File: src/rtl/alu_share_ctrl_pkg.sv
// Shared definitions for the ALU sharing controller: opcode constants and FSM states.
package alu_share_ctrl_pkg;

    localparam logic [2:0] OP_AND  = 3'b000;
    localparam logic [2:0] OP_OR   = 3'b001;
    localparam logic [2:0] OP_XOR  = 3'b010;
    localparam logic [2:0] OP_NOR  = 3'b011;
    localparam logic [2:0] OP_ADD  = 3'b100;
    localparam logic [2:0] OP_SUB  = 3'b101;
    localparam logic [2:0] OP_SLTU = 3'b110;
    localparam logic [2:0] OP_SLL  = 3'b111;

    typedef enum logic [1:0] {
        ST_IDLE = 2'd0,
        ST_EXEC = 2'd1,
        ST_RESP = 2'd2
    } state_e;

endpackage

File: src/rtl/alu_share_ctrl_if.sv
// Request, response and ALU-side signals of the ALU sharing controller.
interface alu_share_ctrl_if #(
    parameter int unsigned WIDTH = 32,
    parameter int unsigned NREQ  = 2,
    parameter int unsigned IDW   = 1
);
    logic [NREQ-1:0]       req_valid;
    logic [NREQ-1:0]       req_ready;
    logic [3*NREQ-1:0]     req_op;
    logic [WIDTH*NREQ-1:0] req_a;
    logic [WIDTH*NREQ-1:0] req_b;
    logic                  rsp_valid;
    logic                  rsp_ready;
    logic [IDW-1:0]        rsp_id;
    logic [WIDTH-1:0]      rsp_data;
    logic                  rsp_of;
    logic                  rsp_zf;
    logic [WIDTH-1:0]      alu_dina;
    logic [WIDTH-1:0]      alu_dinb;
    logic [2:0]            alu_opa;
    logic [WIDTH-1:0]      alu_douta;
    logic                  alu_ofa;
    logic                  alu_zfa;
    logic                  busy;

    modport slave (
        input  req_valid, req_op, req_a, req_b, rsp_ready,
               alu_douta, alu_ofa, alu_zfa,
        output req_ready, rsp_valid, rsp_id, rsp_data, rsp_of, rsp_zf,
               alu_dina, alu_dinb, alu_opa, busy
    );

    modport master (
        output req_valid, req_op, req_a, req_b, rsp_ready,
               alu_douta, alu_ofa, alu_zfa,
        input  req_ready, rsp_valid, rsp_id, rsp_data, rsp_of, rsp_zf,
               alu_dina, alu_dinb, alu_opa, busy
    );
endinterface

File: src/rtl/alu_share_ctrl_rr_arbiter.sv
// Round-robin search from ptr: one-hot grant, its index, and an any-request flag.
module rr_arbiter #(
    parameter int unsigned NREQ = 2,
    parameter int unsigned IDW  = 1
) (
    input  logic [NREQ-1:0] req,
    input  logic [IDW-1:0]  ptr,
    output logic [NREQ-1:0] grant,
    output logic [IDW-1:0]  idx,
    output logic            any
);
    localparam int unsigned SW = (NREQ > 1) ? $clog2(NREQ) : 1;

    int unsigned j;

    always_comb begin
        grant = '0;
        idx   = '0;
        any   = 1'b0;
        j     = 0;
        for (int unsigned k = 0; k < NREQ; k++) begin
            j = (32'(ptr) + k) % NREQ;
            if (!any && req[SW'(j)]) begin
                grant[SW'(j)] = 1'b1;
                idx           = IDW'(j);
                any           = 1'b1;
            end
        end
    end
endmodule

File: src/rtl/alu_share_ctrl.sv
// Time-shares one combinational ALU among NREQ requesters with round-robin arbitration
// and registered operands/results around the ALU.
module alu_share_ctrl
    import alu_share_ctrl_pkg::*;
#(
    parameter int unsigned WIDTH = 32,
    parameter int unsigned NREQ  = 2,
    parameter int unsigned IDW   = 1
) (
    input  logic             clk,
    input  logic             rst,
    alu_share_ctrl_if.slave  bus
);
    state_e           state;
    state_e           state_nxt;
    logic [IDW-1:0]   rr_ptr;
    logic [NREQ-1:0]  grant;
    logic [IDW-1:0]   g_idx;
    logic             any;
    logic             hs;
    logic [2:0]       op_q;
    logic [WIDTH-1:0] a_q;
    logic [WIDTH-1:0] b_q;
    logic [IDW-1:0]   id_q;
    logic [WIDTH-1:0] data_q;
    logic             of_q;
    logic             zf_q;

    rr_arbiter #(.NREQ(NREQ), .IDW(IDW)) u_arb (
        .req   (bus.req_valid),
        .ptr   (rr_ptr),
        .grant (grant),
        .idx   (g_idx),
        .any   (any)
    );

    always_ff @(posedge clk) begin
        if (rst) state <= ST_IDLE;
        else     state <= state_nxt;
    end

    // Next state plus the combinational accept, which is offered only while idle
    always_comb begin
        state_nxt     = state;
        bus.req_ready = '0;
        hs            = 1'b0;
        case (state)
            ST_IDLE: begin
                bus.req_ready = grant;
                hs            = any;
                if (any) state_nxt = ST_EXEC;
            end
            ST_EXEC: state_nxt = ST_RESP;
            ST_RESP: if (bus.rsp_ready) state_nxt = ST_IDLE;
            default: state_nxt = ST_IDLE;
        endcase
    end

    always_ff @(posedge clk) begin
        if (rst) begin
            rr_ptr <= '0;
            op_q   <= '0;
            a_q    <= '0;
            b_q    <= '0;
            id_q   <= '0;
            data_q <= '0;
            of_q   <= 1'b0;
            zf_q   <= 1'b0;
        end else begin
            if (hs) begin
                op_q   <= bus.req_op[32'(g_idx)*3 +: 3];
                a_q    <= bus.req_a[32'(g_idx)*WIDTH +: WIDTH];
                b_q    <= bus.req_b[32'(g_idx)*WIDTH +: WIDTH];
                id_q   <= g_idx;
                rr_ptr <= (g_idx == IDW'(NREQ-1)) ? '0 : g_idx + IDW'(1);
            end
            // ALU ofa is only meaningful for add/sub; anything else is a stale value
            if (state == ST_EXEC) begin
                data_q <= bus.alu_douta;
                zf_q   <= bus.alu_zfa;
                of_q   <= ((op_q == OP_ADD) || (op_q == OP_SUB)) ? bus.alu_ofa : 1'b0;
            end
        end
    end

    assign bus.alu_dina  = a_q;
    assign bus.alu_dinb  = b_q;
    assign bus.alu_opa   = op_q;
    assign bus.rsp_valid = (state == ST_RESP);
    assign bus.rsp_id    = id_q;
    assign bus.rsp_data  = data_q;
    assign bus.rsp_of    = of_q;
    assign bus.rsp_zf    = zf_q;
    assign bus.busy      = (state != ST_IDLE);
endmodule

File: src/flat_wrapper.sv
// flat-port wrapper written by rule: the top's interface ports become plain ports
module alu_share_ctrl_flat import alu_share_ctrl_pkg::*;
#(
    parameter int unsigned WIDTH = 32,
    parameter int unsigned NREQ  = 2,
    parameter int unsigned IDW   = 1
)
  (clk, rst, bus_req_valid, bus_req_op, bus_req_a, bus_req_b, bus_rsp_ready, bus_alu_douta, bus_alu_ofa, bus_alu_zfa, bus_req_ready, bus_rsp_valid, bus_rsp_id, bus_rsp_data, bus_rsp_of, bus_rsp_zf, bus_alu_dina, bus_alu_dinb, bus_alu_opa, bus_busy);
  alu_share_ctrl_if #(.WIDTH(WIDTH), .NREQ(NREQ), .IDW(IDW)) bus_i ();
  input  logic clk;
  input  logic rst;
  input wire logic [$bits(bus_i.req_valid)-1:0] bus_req_valid;
  input wire logic [$bits(bus_i.req_op)-1:0] bus_req_op;
  input wire logic [$bits(bus_i.req_a)-1:0] bus_req_a;
  input wire logic [$bits(bus_i.req_b)-1:0] bus_req_b;
  input wire logic [$bits(bus_i.rsp_ready)-1:0] bus_rsp_ready;
  input wire logic [$bits(bus_i.alu_douta)-1:0] bus_alu_douta;
  input wire logic [$bits(bus_i.alu_ofa)-1:0] bus_alu_ofa;
  input wire logic [$bits(bus_i.alu_zfa)-1:0] bus_alu_zfa;
  output wire logic [$bits(bus_i.req_ready)-1:0] bus_req_ready;
  output wire logic [$bits(bus_i.rsp_valid)-1:0] bus_rsp_valid;
  output wire logic [$bits(bus_i.rsp_id)-1:0] bus_rsp_id;
  output wire logic [$bits(bus_i.rsp_data)-1:0] bus_rsp_data;
  output wire logic [$bits(bus_i.rsp_of)-1:0] bus_rsp_of;
  output wire logic [$bits(bus_i.rsp_zf)-1:0] bus_rsp_zf;
  output wire logic [$bits(bus_i.alu_dina)-1:0] bus_alu_dina;
  output wire logic [$bits(bus_i.alu_dinb)-1:0] bus_alu_dinb;
  output wire logic [$bits(bus_i.alu_opa)-1:0] bus_alu_opa;
  output wire logic [$bits(bus_i.busy)-1:0] bus_busy;
  assign bus_i.req_valid = bus_req_valid;
  assign bus_i.req_op = bus_req_op;
  assign bus_i.req_a = bus_req_a;
  assign bus_i.req_b = bus_req_b;
  assign bus_i.rsp_ready = bus_rsp_ready;
  assign bus_i.alu_douta = bus_alu_douta;
  assign bus_i.alu_ofa = bus_alu_ofa;
  assign bus_i.alu_zfa = bus_alu_zfa;
  assign bus_req_ready = bus_i.req_ready;
  assign bus_rsp_valid = bus_i.rsp_valid;
  assign bus_rsp_id = bus_i.rsp_id;
  assign bus_rsp_data = bus_i.rsp_data;
  assign bus_rsp_of = bus_i.rsp_of;
  assign bus_rsp_zf = bus_i.rsp_zf;
  assign bus_alu_dina = bus_i.alu_dina;
  assign bus_alu_dinb = bus_i.alu_dinb;
  assign bus_alu_opa = bus_i.alu_opa;
  assign bus_busy = bus_i.busy;
  alu_share_ctrl #(.WIDTH(WIDTH), .NREQ(NREQ), .IDW(IDW)) u_core (.clk(clk), .rst(rst), .bus(bus_i));
endmodule
File: config.mk
export PLATFORM = sky130hd
export DESIGN_NAME = alu_share_ctrl_flat
export DESIGN_NICKNAME = d
export VERILOG_FILES = /design/src/rtl/alu_share_ctrl_pkg.sv /design/src/rtl/alu_share_ctrl_if.sv /design/src/rtl/alu_share_ctrl_rr_arbiter.sv /design/src/rtl/alu_share_ctrl.sv /design/src/flat_wrapper.sv
export SDC_FILE = /design/constraint.sdc
export NUM_CORES = 1
export LEC_CHECK = 0
export ABC_CLOCK_PERIOD_IN_PS = 3670
export BUFFER_PORTS_ARGS = -buffer_cell sky130_fd_sc_hd__buf_4
export CORE_AREA = 4 4 105 107
export DETAILED_ROUTE_END_ITERATION = 16
export DIE_AREA = 0 0 109 111
export HOLD_SLACK_MARGIN = 0.05
export PLACE_DENSITY = 0.8
export REMOVE_ABC_BUFFERS = 1
export SYNTH_ARGS = -nofsm -noshare
export SYNTH_HDL_FRONTEND = slang
export SYNTH_HIERARCHICAL = 1
export SYNTH_SLANG_ARGS = --single-unit
export TNS_END_PERCENT = 5
File: constraint.sdc
create_clock -name clk -period 3.67 [get_ports clk]
set_clock_uncertainty 0.15 [all_clocks]
set_input_delay 0.734 -clock clk [delete_from_list [all_inputs] [get_ports clk]]
set_output_delay 0.734 -clock clk [all_outputs]
set_load 0.03 [all_outputs]
# After elaboration in Yosys (flattened, before gate mapping)
# Index checks and enable logic that the tools add are counted.
# totals
register_bits,105
latchBits,0
ram_bits,0
rom_bits,0
elab_cells,55
memories,0
# op_classes
add_sub_neg,2
mul,1
div_mod_pow,0
n_lt_le_gt_ge,4
eq_ne,6
n_shift,3
n_mux,21
bitwise_logic,1
reduce_logical,8
# op_table
cell,count
$shiftx A64 B7 Y32,2
$mux W1,13
$mux W2,5
$eq A3 B3 Y1 const B,2
$pmux W2 S3,1
$shiftx A6 B4 Y3,1
$lt A1 B2 Y1 const B,2
$logic_and A1 B1 Y1,3
$mul A1 B2 Y3 const B,1
$add A1 B1 Y1 const B,2
$demux W1 S1,2
$eq A2 B1 Y1 const B,1
$eq A2 B2 Y1 const B,1
$ge A1 B1 Y1 const B,2
$logic_not A2 Y1,1
$ne A2 B1 Y1 const B,1
$ne A2 B2 Y1 const B,1
$or A2 B2 Y2,1
$reduce_and A2 Y1,1
$reduce_bool A2 Y1,1
$logic_not A1 Y1,1
$logic_or A1 B1 Y1,1

# Longest topological paths before layout
# Gate-level depths: netlist of run 1.
# logic_depth
depth_word,8
ltp_mapped,7
depth_no_buf,4

# By module
# The synthesis of run 1 kept the hierarchy.
# by_module_without_submodules
module,instances,cells_each,area_per_inst_um2,seq_area_each_um2
alu_share_ctrl,1,395,4180.3,2102.0
rr_arbiter,1,5,32.5,0.0

# Worst setup path after synthesis of run 1
# OpenSTA, ideal clock, no wires.
# synth_timing
kind,in2reg
startpoint,input port bus_req_valid[1]
endpoint,register u_core.a_q[0] (netlist: u_core/bus.alu_dina[0])
setup_ps,115
t_arrival_ps,1895
required_time_ps,3405
slack_ps,1510
path_stages,6
n_path_buf,3
path_cell_list,a21boi_0 -> clkbuf_1 -> buf_2 -> buf_2 -> mux2i_1 -> o2bb2ai_2
# synth_between
elab_chain_cells,7
# synth_rtl
item,line,rtl
from (decl),flat_wrapper.sv:12,input wire logic [$bits(bus_i.req_valid)-1:0] bus_req_valid;
$mux W1 (not written as such) (2 in a row),alu_share_ctrl_rr_arbiter.sv:23,if (!any && req[SW'(j)]) begin
$mux W1,alu_share_ctrl_rr_arbiter.sv:23,
$logic_not A1 Y1,alu_share_ctrl_rr_arbiter.sv:23,
$logic_and A1 B1 Y1,alu_share_ctrl_rr_arbiter.sv:23,
$mux W1,alu_share_ctrl_rr_arbiter.sv:23,
$shiftx A64 B7 Y32 / $mux W1 (equally long branches),"alu_share_ctrl.sv:72, alu_share_ctrl.sv:47",
to (signal assigned),alu_share_ctrl.sv:72,a_q <= bus.req_a[32'(g_idx)*WIDTH +: WIDTH];
to (decl),alu_share_ctrl.sv:22,logic [WIDTH-1:0] a_q;
# Parallel ways exist; a longest one is shown, timed or not. The select of a mux whose other input is x is not followed.
# A chain may end at the register's enable or synchronous reset.

# Worst setup path in the final report of run 1
# layout_timing
startpoint,input port bus_req_valid[0]
endpoint,register u_core.a_q[4] (netlist: u_core/bus.alu_dina[4])
# layout_between
elab_chain_cells,7
# layout_rtl
item,line,rtl
$mux W1 (not written as such) (2 in a row),alu_share_ctrl_rr_arbiter.sv:23,
$mux W1,alu_share_ctrl_rr_arbiter.sv:23,
$logic_not A1 Y1,alu_share_ctrl_rr_arbiter.sv:23,
$logic_and A1 B1 Y1,alu_share_ctrl_rr_arbiter.sv:23,
$mux W1 (*),alu_share_ctrl_rr_arbiter.sv:23,
via u_core.any,alu_share_ctrl.sv:19,logic any;
$mux W1 (*),alu_share_ctrl.sv:47,case (state)
# The timed path passes the listed nets; every way through them passes the cells marked *. The select of a mux whose other input is x is not followed.

==> results of run 1 <==
[worst min path at each step]
stage,end,slack (ns)
floorplan,u_core/rr_ptr$_SDFFE_PP0P_,0.29
global placement,u_core/bus.rsp_data[10]$_SDFFE_PP0N_,0.29
detailed placement,u_core/bus.alu_dina[25]$_SDFFE_PP0P_,0.30
CTS,u_core/bus.rsp_of$_SDFFE_PP0N_,0.31
global route,u_core/bus.rsp_of$_SDFFE_PP0N_,0.33
finish,u_core/bus.rsp_of$_SDFFE_PP0N_,0.31
[layer usage]
layer | wire length [um] | track usage | vias to the layer above
li1 | - | - | 1947
met2 | 7256 | 0.3866 | 145
met5 | 0 | 0 | -
met3 | 880 | 0.04077 | 34
met4 | 498 | 0.09764 | 0
met1 | 5147 | 0.2347 | 1815
[area by class of cell]
class / instances / area [um2] / share of cell area
clock inverter: 6 / 72.57 / 0.01099
clock buffer: 10 / 137.6 / 0.02085
multi-input combinational: 257 / 1958 / 0.2966
tap: 136 / 170.2 / 0.02578
inverter: 3 / 11.26 / 0.001706
timing repair buffer: 283 / 2150 / 0.3256
sequential: 105 / 2102 / 0.3184
[worst max-delay path, stage by stage]
cell	delay, ns
buf_4	0.11
or2_1	0.18
or3b_4	0.41
or2_2	0.59
buf_4	0.30
o2bb2ai_2	0.14
[placed cells by master, fill, tap and decap left out, types with 2 or more instances in the layout]
cell type	synthesis	routed
buf_4	0	281
dfxtp_1	105	105
nand2_1	69	69
mux2i_1	67	67
o2bb2ai_1	48	48
a21oi_1	38	37
o2bb2ai_2	19	19
clkbuf_8	0	10
inv_1	3	3
inv_6	0	2
and2_1	2	2
or2_2	1	2
nand2b_1	2	2
buf_12	0	2
a21boi_0	3	2
[registers in the layout (all words and copies together) (netlist names)]
name,flops
u_core/bus.alu_dina,32
u_core/bus.rsp_data,32
u_core/bus.rsp_id,1
u_core/bus.alu_dinb,32
u_core/bus.alu_opa,3
u_core/bus.rsp_of,1
u_core/rr_ptr,1
u_core/bus.rsp_zf,1
u_core/state,2
[through the flow]
| stage | instance area, um2 | instances | util | hold WS, ns | TNS [ns] |
|---|---|---|---|---|---|
| finish | 6601 | 800 | 0.6511 | 0.3111 | 0 |
| global route | 6601 | 800 | 0.6511 | 0.3285 | 0 |
| CTS | 6601 | 800 | 0.6511 | 0.3120 | 0 |
| detailed placement | 6391 | 784 | 0.6304 | 0.2979 | 0 |
| global placement | 6391 | 784 | 0.6304 | 0.2925 | 0 |
| floorplan | 4046 | 365 | - | 0.2906 | -350.84 |
[power by group]
group          switching [mW]  leakage [nW]  total, mW  internal (mW)
sequential             0.0654         0.863       1.31           1.25
combinational           0.474          2.02      0.841          0.367
clock                   0.403         0.109      0.748          0.344
[cell families (layout without fill, tap and decap cells)]
logic type             Yosys count  in the layout  share of synthesized area
AO/OA/AOI/OAI                  108            108                     0.2180
buffers and inverters           38            302                    0.04217
flip-flops                     105            105                     0.4990
multiplexers                    67             67                     0.1592
AND/OR/NAND/NOR                 82             82                    0.08167
==> metrics, run 1 <==
Critical Path Sink Type=flip-flop; H-tree depth=3; Min-Delay Startpoint=u_core/bus.rsp_of$_SDFFE_PP0N_; vias post-DR=3941; Worst R2R Path Depth=4; Fill cells=848; RSZ-0062 raised after global routing=false; global route overflow=0; Tightest Pin Transition=roughly 1.3 ns; post-cts resize count=0; commonest cells in the netlist=dfxtp_1 (105), nand2_1 (69), mux2i_1 (67); number of synthesized flops with an enable pin=0; hold-fix buffers at CTS=0; Placement Setup Slack=0.9400 ns; GP Congestion=0.8126; Final #Nets=around 830; VDD IR-drop max=~0.32 mV; final setup fails=0; Cell Rows=37; worst skew pair latency=0.34 ns; DP HPWL=10.63 mm; CTS Buf Count=9; initial antenna violation count=0; synth top area cells=dfxtp_1 (50%), mux2i_1 (16%), o2bb2ai_1 (10%); Tot GR Track Use=0.2133; Max Fanout on Critical Path=33; FMAX=424.0 MHz; Final ANT Viol Nets=0; worst setup path start=bus_req_valid[0]; status=finished, final reports clean; PortBufs=278; Synth cell types=22; Pre-antenna DRT Iters=4; Max-Cap Viols=0; post-synth top area share=0.4990; final cycle utilization of the critical path=0.6427; first-pass GRT wire length=~20 mm; Initial Util=0.4155; fin worst setup slack=~1.3 ns; area of the die=roughly 0.012 mm2; 1st-iter DRT viols=155; CTS Sinks=~110; crit path DAT=2.49 ns; asr flop ratio synth=0; Root Driver=clkbuf_8; mapped cell area=~0.0042 mm2; worst hold stages=2; # IOs=279; pin count of the biggest net entering global routing=70; Routed wire per std cell=17.23 um; Static Leak=~3 nW; Gate Count Post-Synth=400; Die Wd=about 110 um; vias in the first global route=4014; post-synthesis sequential area ratio=0.4990; Final Max Tran Viols=0; launch point of the worst reg-to-reg path=u_core/state[1]$_SDFFE_PP0P_; synthesized flop and latch total=between 100 and 150; hold crit path type=flip-flop to flip-flop; CP Launch Type=primary input; total power draw=2.900 mW; Final min period=2.359 ns; count leader, synth=dfxtp_1; R2R Setup Slk=roughly 1.6 ns; cell area power density=between 400 and 500 mW/mm2; top_reg_cell synth=dfxtp_1; synth warn=6; WP data required=3.80 ns; Die Y=111 um; share of layout cells above drive strength 1=0.4880; Clock Tree Buf Depth=2; setup bufs post-CTS=0; relative slew slack=0.1318; CTS tree=done; vias per cell=approximately 5; Post-Route WL=13.78 mm; Hold Fails Final Rpt=0; Reg clk slew, reported paths=0.09 ns; DRC Markers=0; dominant cell type by area after synthesis=dfxtp_1; CP endpoint=u_core/bus.alu_dina[4]$_SDFFE_PP0P_; Worst R2R End=u_core/bus.alu_dina[4]$_SDFFE_PP0P_; area grow syn2layout=56.70%; Inserted Diodes=0; Core Region=0.01014 mm2; Syn Area/Cell=10.53 um2; kind of critical path=primary input to flip-flop
(Power assumes the default switching activity.)
==> run 2: changes to the inputs <==
--- a/config.mk
+++ b/config.mk
@@ -5,13 +5,14 @@
 export SDC_FILE = /design/constraint.sdc
 export NUM_CORES = 1
 export LEC_CHECK = 0
-export ABC_CLOCK_PERIOD_IN_PS = 3670
+export ABC_AREA = 1
+export ABC_CLOCK_PERIOD_IN_PS = 2000
 export BUFFER_PORTS_ARGS = -buffer_cell sky130_fd_sc_hd__buf_4
-export CORE_AREA = 4 4 105 107
+export CORE_MARGIN = 4
+export CORE_UTILIZATION = 39
 export DETAILED_ROUTE_END_ITERATION = 16
-export DIE_AREA = 0 0 109 111
 export HOLD_SLACK_MARGIN = 0.05
-export PLACE_DENSITY = 0.8
+export PLACE_DENSITY = 0.76
 export REMOVE_ABC_BUFFERS = 1
 export SYNTH_ARGS = -nofsm -noshare
 export SYNTH_HDL_FRONTEND = slang
==> constraint.sdc (replaced) <==
create_clock -name clk -period 2 [get_ports clk]
set_clock_uncertainty 0.15 [all_clocks]
set_input_delay 0.4 -clock clk [delete_from_list [all_inputs] [get_ports clk]]
set_output_delay 0.4 -clock clk [all_outputs]
set_load 0.03 [all_outputs]
==> run 2 against run 1 <==
Against the previous run:
- core utilization is 3.0 points lower
- largest cell class unchanged
- critical path type is now flip-flop to primary output
- cell count increased by 37%
- synthesized area rose by 9.8%
- synthesized cell count grew 74%
- combinational power grew to 3.4 times the previous value
==> metrics, run 2 <==
worst hold slack=0.1339 ns (was 0.3111 ns); R2R Setup Slk=0.26 ns (was 1.62 ns); number of synthesized flops with an enable pin=0 (unchanged); DRC Markers=0 (unchanged); launch point of the worst reg-to-reg path=u_core/rr_ptr$_SDFFE_PP0P_ (was u_core/state[1]$_SDFFE_PP0P_); worst skew pair latency=0.34 ns (about the same); final setup fails=0 (unchanged); Tightest Pin Transition=0.5539 ns (was 1.302 ns); commonest non-fill, non-tap cell in the layout=nand2_1 (was buf_4); vias post-DR=5128 (was 3941); synth warn=6 (unchanged); Root Driver=clkbuf_16 (was clkbuf_8); post-synthesis sequential area ratio=0.4544 (was 0.4990); top_reg_cell synth=dfxtp_1 (unchanged); synth top area cells=dfxtp_1 (45%), nand2_1 (27%), a21oi_1 (6.5%) (was dfxtp_1 (50%), mux2i_1 (16%), o2bb2ai_1 (10%)); Cell Rows=39 (was 37); Die Y=116.9 um (was 111 um); CP Launch Type=flip-flop (was primary input); Fill cells=1085 (was 848); Inserted Diodes=0 (unchanged); share of layout cells above drive strength 1=0.3529 (was 0.4880); Die Wd=116.9 um (was 109 um); Worst R2R Path Depth=8 (was 4); WP data required=1.45 ns (was 3.80 ns); area of the die=0.01367 mm2 (was 0.01210 mm2); setup bufs post-CTS=0 (unchanged); CP endpoint=bus_req_ready[1] (was u_core/bus.alu_dina[4]$_SDFFE_PP0P_); hold crit path type=primary input to flip-flop (was flip-flop to flip-flop); Worst R2R End=u_core/bus.alu_dina[28]$_SDFFE_PP0P_ (was u_core/bus.alu_dina[4]$_SDFFE_PP0P_); leading cell types in the layout, fill and taps excluded=nand2_1 (334), buf_4 (283), dfxtp_1 (105) (was buf_4 (281), dfxtp_1 (105), nand2_1 (69)); PortBufs=278 (unchanged); placed cell areas=0.006855 mm2 (was 0.006391 mm2); synthesized flop and latch total=105 (unchanged); vias per cell=4.670 (was 4.926); initial antenna violation count=0 (unchanged); commonest cells in the netlist=nand2_1 (334), dfxtp_1 (105), nor2_1 (76) (was dfxtp_1 (105), nand2_1 (69), mux2i_1 (67)); area grow syn2layout=54.64% (was 56.70%); pin count of the biggest net entering global routing=52 (was 70); post-synth top area share=0.4544 (was 0.4990); H-tree depth=3 (unchanged); Hold Fails Final Rpt=0 (unchanged); post-route cell area=0.007153 mm2 (was 0.006601 mm2); Critical Path Sink Type=primary output (was flip-flop); RSZ-0062 raised after global routing=false (unchanged); global route overflow=0 (unchanged); Seq. cell area=0.002102 mm2 (unchanged); worst setup path start=u_core/rr_ptr$_SDFFE_PP0P_ (was bus_req_valid[0]); first-pass GRT wire length=23.20 mm (was 20.37 mm); mapped cell area=0.004626 mm2 (was 0.004213 mm2); Pre-antenna DRT Iters=5 (was 4); Initial Util=0.4017 (was 0.4155); relative slew slack=0.6302 (was 0.1318); CTS tree=done (unchanged); Core Region=0.01152 mm2 (was 0.01014 mm2); Reg clk slew, reported paths=0.07 ns (was 0.09 ns); status=finished, final reports clean (unchanged); Max-Cap Viols=0 (unchanged); kind of critical path=flip-flop to primary output (was primary input to flip-flop); vias in the first global route=4703 (was 4014); VDD IR-drop max=0.4493 mV (was 0.3166 mV); dominant cell type by area after synthesis=dfxtp_1 (unchanged); final cycle utilization of the critical path=0.8978; Tot GR Track Use=0.2174 (was 0.2133); # IOs=279 (unchanged); CTS Sinks=105 (unchanged); Final min period=1.796 ns; Clock Tree Buf Depth=2 (unchanged); hold-fix buffers at CTS=0 (unchanged); Syn Area/Cell=6.665 um2 (was 10.53 um2); crit path DAT=1.25 ns (was 2.49 ns); Static Leak=3.693 nW (was 2.996 nW); asr flop ratio synth=0 (unchanged); Final Max Tran Viols=0 (unchanged); 1st-iter DRT viols=270 (was 155); Final ANT Viol Nets=0 (unchanged); GP Congestion=0.8406 (was 0.8126); count leader, synth=nand2_1 (was dfxtp_1); cell area power density=1014 mW/mm2 (was 439.3 mW/mm2); Multi-input gate area=0.002241 mm2 (was 0.001958 mm2); Max Fanout on Critical Path=5 (was 33); FMAX=around 560 MHz; Gate Count Post-Synth=694 (was 400); Post-Route WL=15.38 mm (was 13.78 mm); DP HPWL=11.64 mm (was 10.63 mm); post-cts resize count=0 (unchanged); Synth cell types=21 (was 22); Routed wire per std cell=14.01 um (was 17.23 um); Final #Nets=1123 (was 832); CTS Buf Count=9 (unchanged)
[run 2: changes by cell type after synthesis, moves of 19 or more]
| cell | previous run | this run |
|---|---|---|
| o2bb2ai_2 | 19 | 0 |
| mux2i_1 | 67 | 0 |
| o2bb2ai_1 | 48 | 0 |
| nor2_1 | 1 | 76 |
| a21oi_1 | 38 | 60 |
| nand2_1 | 69 | 334 |
| o21ai_0 | 0 | 34 |
[run 2: layout make-up]
class	instances	share of cell area
clock buffer	11	0.03393
clock inverter	5	0.007696
inverter	13	0.006822
multi-input combinational	530	0.3133
sequential	105	0.2939
tap	143	0.02501
timing repair buffer	291	0.3194
[run 2: worst min path at each step]
stage	from	endpoint	slack (ns)	depth (start not counted)
floorplan	rst	u_core/bus.alu_dinb[21]$_SDFFE_PP0P_	0.31	1
global placement	u_core/bus.alu_dinb[18]$_SDFFE_PP0P_	u_core/bus.alu_dinb[18]$_SDFFE_PP0P_	0.30	2
detailed placement	u_core/bus.alu_dinb[18]$_SDFFE_PP0P_	u_core/bus.alu_dinb[18]$_SDFFE_PP0P_	0.30	2
CTS	bus_alu_douta[17]	u_core/bus.rsp_data[17]$_SDFFE_PP0N_	0.12	3
global route	bus_alu_douta[10]	u_core/bus.rsp_data[10]$_SDFFE_PP0N_	0.13	3
finish	bus_alu_douta[10]	u_core/bus.rsp_data[10]$_SDFFE_PP0N_	0.13	3
[run 2: per-layer routing]
metal	routed length, um	global-route usage	vias up
met2	7421	0.3705	193
li1	-	-	2652
met3	1674	0.08021	17
met1	6024	0.2497	2266
met5	0	0	-
met4	257	0.08028	0
[run 2: worst max-delay path, cell delays in order, from the launching register on]
cell	delay, ns
dfxtp_1	0.41
nor2_2	0.09
nor2_1	0.10
inv_1	0.05
nor2_1	0.09
buf_4	0.17
[run 2: cell families after synthesis]
| logic type | share of synthesized area |
|---|---|
| simple gates | 0.3622 |
| flops | 0.4544 |
| compound gates | 0.1206 |
| buf+inv | 0.06275 |
[run 2: power breakdown]
group	switching (mW)	internal, mW
registers	0.176	2.43
clock network	0.760	1.00
logic	1.78	1.11
total	2.71	4.54
[run 2: metrics by stage]
stage	worst slack (ns)	power, mW	utilization	TNS (ns)	std cells
global route	0.08984	7.686	0.6211	0	1098
finish	0.2045	7.253	0.6211	0	1098
CTS	0.1794	7.337	0.6211	0	1098
detailed placement	0.09885	5.554	0.5953	0	1082
floorplan	-2.256	4.228	-	-154.68	648
global placement	0.1725	5.523	0.5953	0	1082
